$ cat config.mk
export PLATFORM = sky130hd
export DESIGN_NAME = dmac_axi_addr_responder
export DESIGN_NICKNAME = d
export VERILOG_FILES = /design/src/rtl/dmac_axi_addr_responder.sv
export SDC_FILE = /design/constraint.sdc
export NUM_CORES = 1
export LEC_CHECK = 0
export ABC_AREA = 0
export BUFFER_PORTS_ARGS = -buffer_cell sky130_fd_sc_hd__clkbuf_2
export CAP_MARGIN = 0
export CELL_PAD_IN_SITES_DETAIL_PLACEMENT = 0
export CELL_PAD_IN_SITES_GLOBAL_PLACEMENT = 1
export CORE_ASPECT_RATIO = 0.5
export CORE_MARGIN = 1.5
export CORE_UTILIZATION = 40
export CTS_CLUSTER_DIAMETER = 60
export CTS_CLUSTER_SIZE = 16
export DETAILED_ROUTE_END_ITERATION = 16
export PLACE_DENSITY_LB_ADDON = 0.05
export SYNTH_ARGS = -nofsm -noshare
export SYNTH_HDL_FRONTEND = slang
export SYNTH_SLANG_ARGS = --single-unit
$ cat constraint.sdc
create_clock -name clk_i -period 8.9 [get_ports clk_i]
set_input_delay 0.89 -clock clk_i [delete_from_list [all_inputs] [get_ports clk_i]]
set_output_delay 0.89 -clock clk_i [all_outputs]
set_load 0.01 [all_outputs]
$ cat src/rtl/dmac_axi_addr_responder.sv
// rtl/dmac_axi_addr_responder.sv - DMA AXI address-channel responder: request FIFO, beat address engine, Gray burst counter
module dmac_axi_addr_responder #(
    parameter int C_ID_WIDTH        = 3,
    parameter int C_ADDR_ALIGN_BITS = 3,
    parameter int C_FIFO_DEPTH      = 4
) (
    input  logic                  clk_i,
    input  logic                  reset_i,
    input  logic                  addr_valid_i,
    output logic                  addr_ready_o,
    input  logic [31:0]           addr_i,
    input  logic [7:0]            len_i,
    input  logic [2:0]            size_i,
    input  logic [1:0]            burst_i,
    output logic                  beat_valid_o,
    input  logic                  beat_ready_i,
    output logic [31:0]           beat_addr_o,
    output logic                  beat_last_o,
    output logic [C_ID_WIDTH-1:0] burst_id_o,
    output logic                  busy_o,
    output logic                  err_o
);
    localparam int PW = $clog2(C_FIFO_DEPTH);

    typedef struct packed {
        logic [31:0] addr;
        logic [7:0]  len;
        logic [2:0]  size;
        logic [1:0]  mode;
    } req_t;

    typedef enum logic {S_IDLE, S_ACTIVE} state_e;

    function automatic logic [C_ID_WIDTH-1:0] gray_inc(input logic [C_ID_WIDTH-1:0] g);
        logic [C_ID_WIDTH-1:0] b;
        b[C_ID_WIDTH-1] = g[C_ID_WIDTH-1];
        for (int i = C_ID_WIDTH - 2; i >= 0; i--) b[i] = b[i+1] ^ g[i];
        b = b + C_ID_WIDTH'(1);
        return b ^ (b >> 1);
    endfunction

    // Unsupported requests are normalised before storage so the engine only sees legal modes.
    logic size_bad, wrap_ok, req_bad;
    req_t req_in;
    always_comb begin
        size_bad    = size_i > 3'(C_ADDR_ALIGN_BITS);
        wrap_ok     = (len_i == 8'd1) || (len_i == 8'd3) || (len_i == 8'd7) || (len_i == 8'd15);
        req_bad     = size_bad || (burst_i == 2'b11) || ((burst_i == 2'b10) && !wrap_ok);
        req_in.addr = addr_i;
        req_in.len  = len_i;
        req_in.size = size_bad ? 3'(C_ADDR_ALIGN_BITS) : size_i;
        if (burst_i == 2'b00)                 req_in.mode = 2'b00;
        else if (burst_i == 2'b10 && wrap_ok) req_in.mode = 2'b10;
        else                                  req_in.mode = 2'b01;
    end

    req_t          mem_q [C_FIFO_DEPTH];
    req_t          head;
    logic [PW-1:0] wr_ptr_q, rd_ptr_q;
    logic [PW:0]   count_q, count_d;
    logic          addr_ready_q, push, pop, fifo_empty;

    assign push       = addr_valid_i && addr_ready_q;
    assign fifo_empty = (count_q == '0);
    assign head       = mem_q[rd_ptr_q];

    always_comb begin
        count_d = count_q;
        if (push && !pop)      count_d = count_q + 1'b1;
        else if (pop && !push) count_d = count_q - 1'b1;
    end

    always_ff @(posedge clk_i or posedge reset_i) begin
        if (reset_i) begin
            count_q      <= '0;
            wr_ptr_q     <= '0;
            rd_ptr_q     <= '0;
            addr_ready_q <= 1'b0;
        end else begin
            count_q      <= count_d;
            addr_ready_q <= (count_d != (PW+1)'(C_FIFO_DEPTH));
            if (push) wr_ptr_q <= wr_ptr_q + PW'(1);
            if (pop)  rd_ptr_q <= rd_ptr_q + PW'(1);
        end
    end

    always_ff @(posedge clk_i) begin
        if (push) mem_q[wr_ptr_q] <= req_in;
    end

    state_e                state_q, state_d;
    logic [31:0]           cur_addr_q, cur_addr_d;
    logic [7:0]            len_q, len_d, cnt_q, cnt_d;
    logic [2:0]            size_q, size_d;
    logic [1:0]            mode_q, mode_d;
    logic [C_ID_WIDTH-1:0] bid_q, bid_d;
    logic                  err_q, err_d;
    logic [31:0]           inc, wb, nxt;
    logic                  is_last;

    // Wrap boundary is a power of two because only len in {1,3,7,15} keeps WRAP mode.
    always_comb begin
        inc = 32'd1 << size_q;
        wb  = (32'(len_q) + 32'd1) << size_q;
        case (mode_q)
            2'b00:   nxt = cur_addr_q;
            2'b10:   nxt = (cur_addr_q & ~(wb - 32'd1)) | ((cur_addr_q + inc) & (wb - 32'd1));
            default: nxt = (cur_addr_q & ~(inc - 32'd1)) + inc;
        endcase
    end

    always_comb begin
        state_d    = state_q;
        cur_addr_d = cur_addr_q;
        len_d      = len_q;
        cnt_d      = cnt_q;
        size_d     = size_q;
        mode_d     = mode_q;
        bid_d      = bid_q;
        err_d      = err_q | (push & req_bad);
        pop        = 1'b0;
        is_last    = (cnt_q == len_q);
        if ((state_q == S_ACTIVE) && beat_ready_i && !is_last) begin
            cur_addr_d = nxt;
            cnt_d      = cnt_q + 8'd1;
        end else if ((state_q == S_IDLE) || beat_ready_i) begin
            if (state_q == S_ACTIVE) begin
                bid_d   = gray_inc(bid_q);
                state_d = S_IDLE;
            end
            // Loading in the same cycle as the last handshake keeps bursts back-to-back.
            if (!fifo_empty) begin
                pop        = 1'b1;
                state_d    = S_ACTIVE;
                cur_addr_d = head.addr;
                len_d      = head.len;
                size_d     = head.size;
                mode_d     = head.mode;
                cnt_d      = 8'd0;
            end
        end
    end

    always_ff @(posedge clk_i or posedge reset_i) begin
        if (reset_i) begin
            state_q    <= S_IDLE;
            cur_addr_q <= '0;
            len_q      <= '0;
            cnt_q      <= '0;
            size_q     <= '0;
            mode_q     <= '0;
            bid_q      <= '0;
            err_q      <= 1'b0;
        end else begin
            state_q    <= state_d;
            cur_addr_q <= cur_addr_d;
            len_q      <= len_d;
            cnt_q      <= cnt_d;
            size_q     <= size_d;
            mode_q     <= mode_d;
            bid_q      <= bid_d;
            err_q      <= err_d;
        end
    end

    assign addr_ready_o = addr_ready_q;
    assign beat_valid_o = (state_q == S_ACTIVE);
    assign beat_addr_o  = cur_addr_q;
    assign beat_last_o  = (state_q == S_ACTIVE) && is_last;
    assign burst_id_o   = bid_q;
    assign busy_o       = !fifo_empty || (state_q == S_ACTIVE);
    assign err_o        = err_q;
endmodule

==> summary.txt <==
Logic synthesis
  • Post-synthesis mux area share: 9.451%
  • Post-synth EDFFs: 180
  • Yosys top cell area share: 40.07%
  • Main combinational cell family by area after synthesis: compound AO/OA/AOI/OAI gates
  • Post-Synth XOR/XNOR Area: 4.090%
  • Synthesized area per cell: 11.92 µm²
  • Synth Flop Type: edfxtp_1
  • Register bit total from synthesis: 246
  • Warnings, synthesis: 0
  • Register area share after synthesis: 52.31%
  • Synth Instances: 1132
  • Simple-gate share of the synthesized area: 13.55%
  • Area leader, netlist: edfxtp_1
  • Post-synth design cell area: 13490 µm²
  • Post-synthesis cell type count: 104
  • Post-synthesis compound-gate area fraction: 14.08%
  • Post-synth ARST share: 26.83%
  • Post-Synth Adder-Cell Area: 2.662%
  • Synth area leaders: edfxtp_1, dfrtp_1, mux4_2

GRT
  • Vias in the first global route: 9182
  • GRT overflow: 0
  • Initial antenna violation count: 2
  • Total track usage: 22.21%
  • First-pass GRT wire length: 58.51 mm
  • Pin count of the biggest net entering global routing: 67

Drt
  • DRC viols: 0
  • DR iter-0 viols: 867
  • Post-route ant nets: 0
  • Per-cell routed wire length: 23.10 µm
  • TritonRoute pass-1 iters: 5
  • Drt via density: 5.760
  • Routed WL: 38.12 mm
  • Vias: 9504

Clocking
  • CTS H-tree depth: 1
  • Hold buffers post-CTS: 0
  • PostCTS Resize Cnt: 0
  • Setup repair bufs after CTS: 0
  • Worst-Skew Late Latency: 0.54 ns
  • Clock Root Buffer: clkbuf_16
  • Worst-path clk slew: 0.07 ns
  • Clock Tree Buf Depth: 3
  • Clk sinks: 246
  • CTS tree: done
  • Cts bufs inserted: 21

Timing
  • Hold Fails Final Rpt: 0
  • Slew of the pin with the lowest slew margin: 1.071 ns
  • Final worst-path cycle share: 50.04%
  • Rel. slew slack: 28.60%
  • FMAX: 224.6 MHz
  • RSZ-0062 raised after global routing: false
  • Final setup TNS: 0 ns
  • Slew Viols, Final: 0
  • Min Tclk post-route: 4.453 ns
  • # setup viols final: 0
  • Worst Skew: 0.02669 ns

Critical path
  • Critical setup path kind: register to register
  • WP data required: 9.36 ns
  • Crit start category: register
  • CP peak stage delay: 1.06 ns
  • Cell Chain, Critical Path: inv_1 -> nand2_1 -> nor2_1 -> ha_1 -> inv_1 -> fa_1 -> inv_1 -> o211ai_1 -> a31oi_1 -> o21ai_1 -> nand2_1 -> a311o_1 -> o211ai_1 -> a221o_1 -> o221a_2
  • Slowest CP cell: dfrtp_1
  • CP dominant cell by count: inv_1
  • Worst EP arrival: 4.91 ns
  • Crit-path max FO: 28
  • Critical Path Sink Type: register

Status
  • Outcome: completed

Floorplan
  • Top Ports: 89
  • Die Y: 132.9 µm
  • FP Rows: 47
  • Starting Density: 40.75%
  • Die width: 262.7 µm
  • Core Footprint: 33110 µm²
  • Die ar.: 34900 µm²

Placement
  • DP HPWL: 26.35 mm
  • GPL Wtd Cong: 0.8558
  • IO Port Bufs: 88
  • Placed insts: 1611

Layout
  • Non-Filler Instances: 1650
  • Share of layout cells above drive strength 1: 20.20%
  • NumNets Final: 1266
  • Syn-to-layout area delta: 10.49%
  • Layout fillers: 3113

Power and ir drop
  • Total power: 5305 µW
  • Pwr Density: 355.9 nW/µm²
  • P_leak: 0.005389 µW
  • Peak VDD IR: 0.1412 mV

Run
  • Max Cap Viol: 0

Min path
  • Hold Path Class: register to register
-- cells by family after synthesis --
group / after synthesis
AOI/OAI and AO/OA: 268
xor gates and xnor gates: 63
adders and majority gates: 29
buffers and inverters: 107
DFF: 246
muxes: 67
other: 1
and+or+nand+nor: 351
-- through the flow --
step / cell area [µm²] / hold WS, ns / worst slack [ns] / util (%)
CTS: 14900 / 0.4898 / 4.482 / 45.01
global route: 14900 / 0.5155 / 4.105 / 45.01
floorplan: 13500 / 0.4950 / 5.642 / -
global placement: 14270 / 0.4589 / 4.566 / 43.10
detailed placement: 14270 / 0.4690 / 4.520 / 43.10
finish: 14910 / 0.4861 / 4.447 / 45.02
-- placed cells by master (no fill, tap or decap), drive strengths merged, types with 11 or more instances in the layout --
master  synthesis  final
edfxtp        180    180
clkbuf         29    120
nand2          94     94
nor2           81     81
o21ai          70     70
dfrtp          66     66
mux4           47     47
a21oi          46     46
xnor2          40     40
inv            36     39
nand3          32     32
nor3           24     24
xor2           23     23
ha             23     23
buf            42     18
a31oi          17     17
nand4          17     17
and3           17     17
nand2b         15     15
o211ai         15     15
mux2           13     13
o31ai          13     13
and4           12     12
a211o          11     11
or3            11     11
-- Yosys cell counts (all sizes together) (11+ instances only) --
master / instances
xor2: 23
nand2b: 15
or3: 11
and4: 12
a31oi: 17
nand3: 32
nand4: 17
xnor2: 40
inv: 36
edfxtp: 180
clkbuf: 29
mux2: 13
o31ai: 13
a21oi: 46
nor2: 81
o21ai: 70
a211o: 11
ha: 23
and3: 17
o211ai: 15
nand2: 94
mux4: 47
dfrtp: 66
buf: 42
nor3: 24
-- worst paths after layout --
| kind | from | endpoint | slack [ns] | cells past startpoint |
|---|---|---|---|---|
| min in group asynchronous | reset_i | len_q[5]$_DFFE_PP0P_ | 0.62 | 3 |
| setup reg to reg | size_q[2]$_DFFE_PP0P_ | register | 4.45 | 15 |
| hold / removal | err_o$_DFF_PP0_ | err_o$_DFF_PP0_ | 0.49 | 1 |
| hold reg to reg | err_o$_DFF_PP0_ | err_o$_DFF_PP0_ | 0.49 | 1 |
| setup / recovery | size_q[2]$_DFFE_PP0P_ | register | 4.45 | 15 |
| max in group asynchronous | reset_i | rd_ptr_q[0]$_DFFE_PP0P_ | 7.54 | 3 |
-- layer usage --
layer / global-route usage (%) / wire length [µm] / vias up
li1: - / - / 4460
met1: 35.79 / 19890 / 4774
met2: 31.03 / 15530 / 227
met3: 3.760 / 2135 / 43
met4: 4.070 / 561 / 0
met5: 0 / 0 / -
-- critical path: cells and delay by family (launching register included) --
kind | cells | cell delay, ns
AO/OA/AOI/OAI | 7 | 1.86
adder cells (fa/ha/maj) | 2 | 0.47
buffers and inverters | 3 | 0.49
flip-flops | 1 | 1.06
AND/OR/NAND/NOR | 3 | 0.51
-- layout make-up --
class                   instances  area (µm²)  share of cell area [%]
clock buffers                  32       566.8                   3.803
flip-flops and latches        246        7062                   47.38
diodes                          1       2.502                 0.01679
clock inverters                 6       66.31                  0.4449
repair buffers                106       575.6                   3.861
multi-input cells             782        5946                   39.89
inverters                      36       135.1                  0.9066
well taps                     441       551.8                   3.702
-- power breakdown --
part / leakage (µW) / total [µW] / switching (µW) / internal (µW)
clock network: 0.000305 / 894 / 441 / 453
registers: 0.00245 / 1870 / 341 / 1530
logic: 0.00264 / 2540 / 1530 / 1010
No activity file was read; power rests on OpenSTA's default activity.
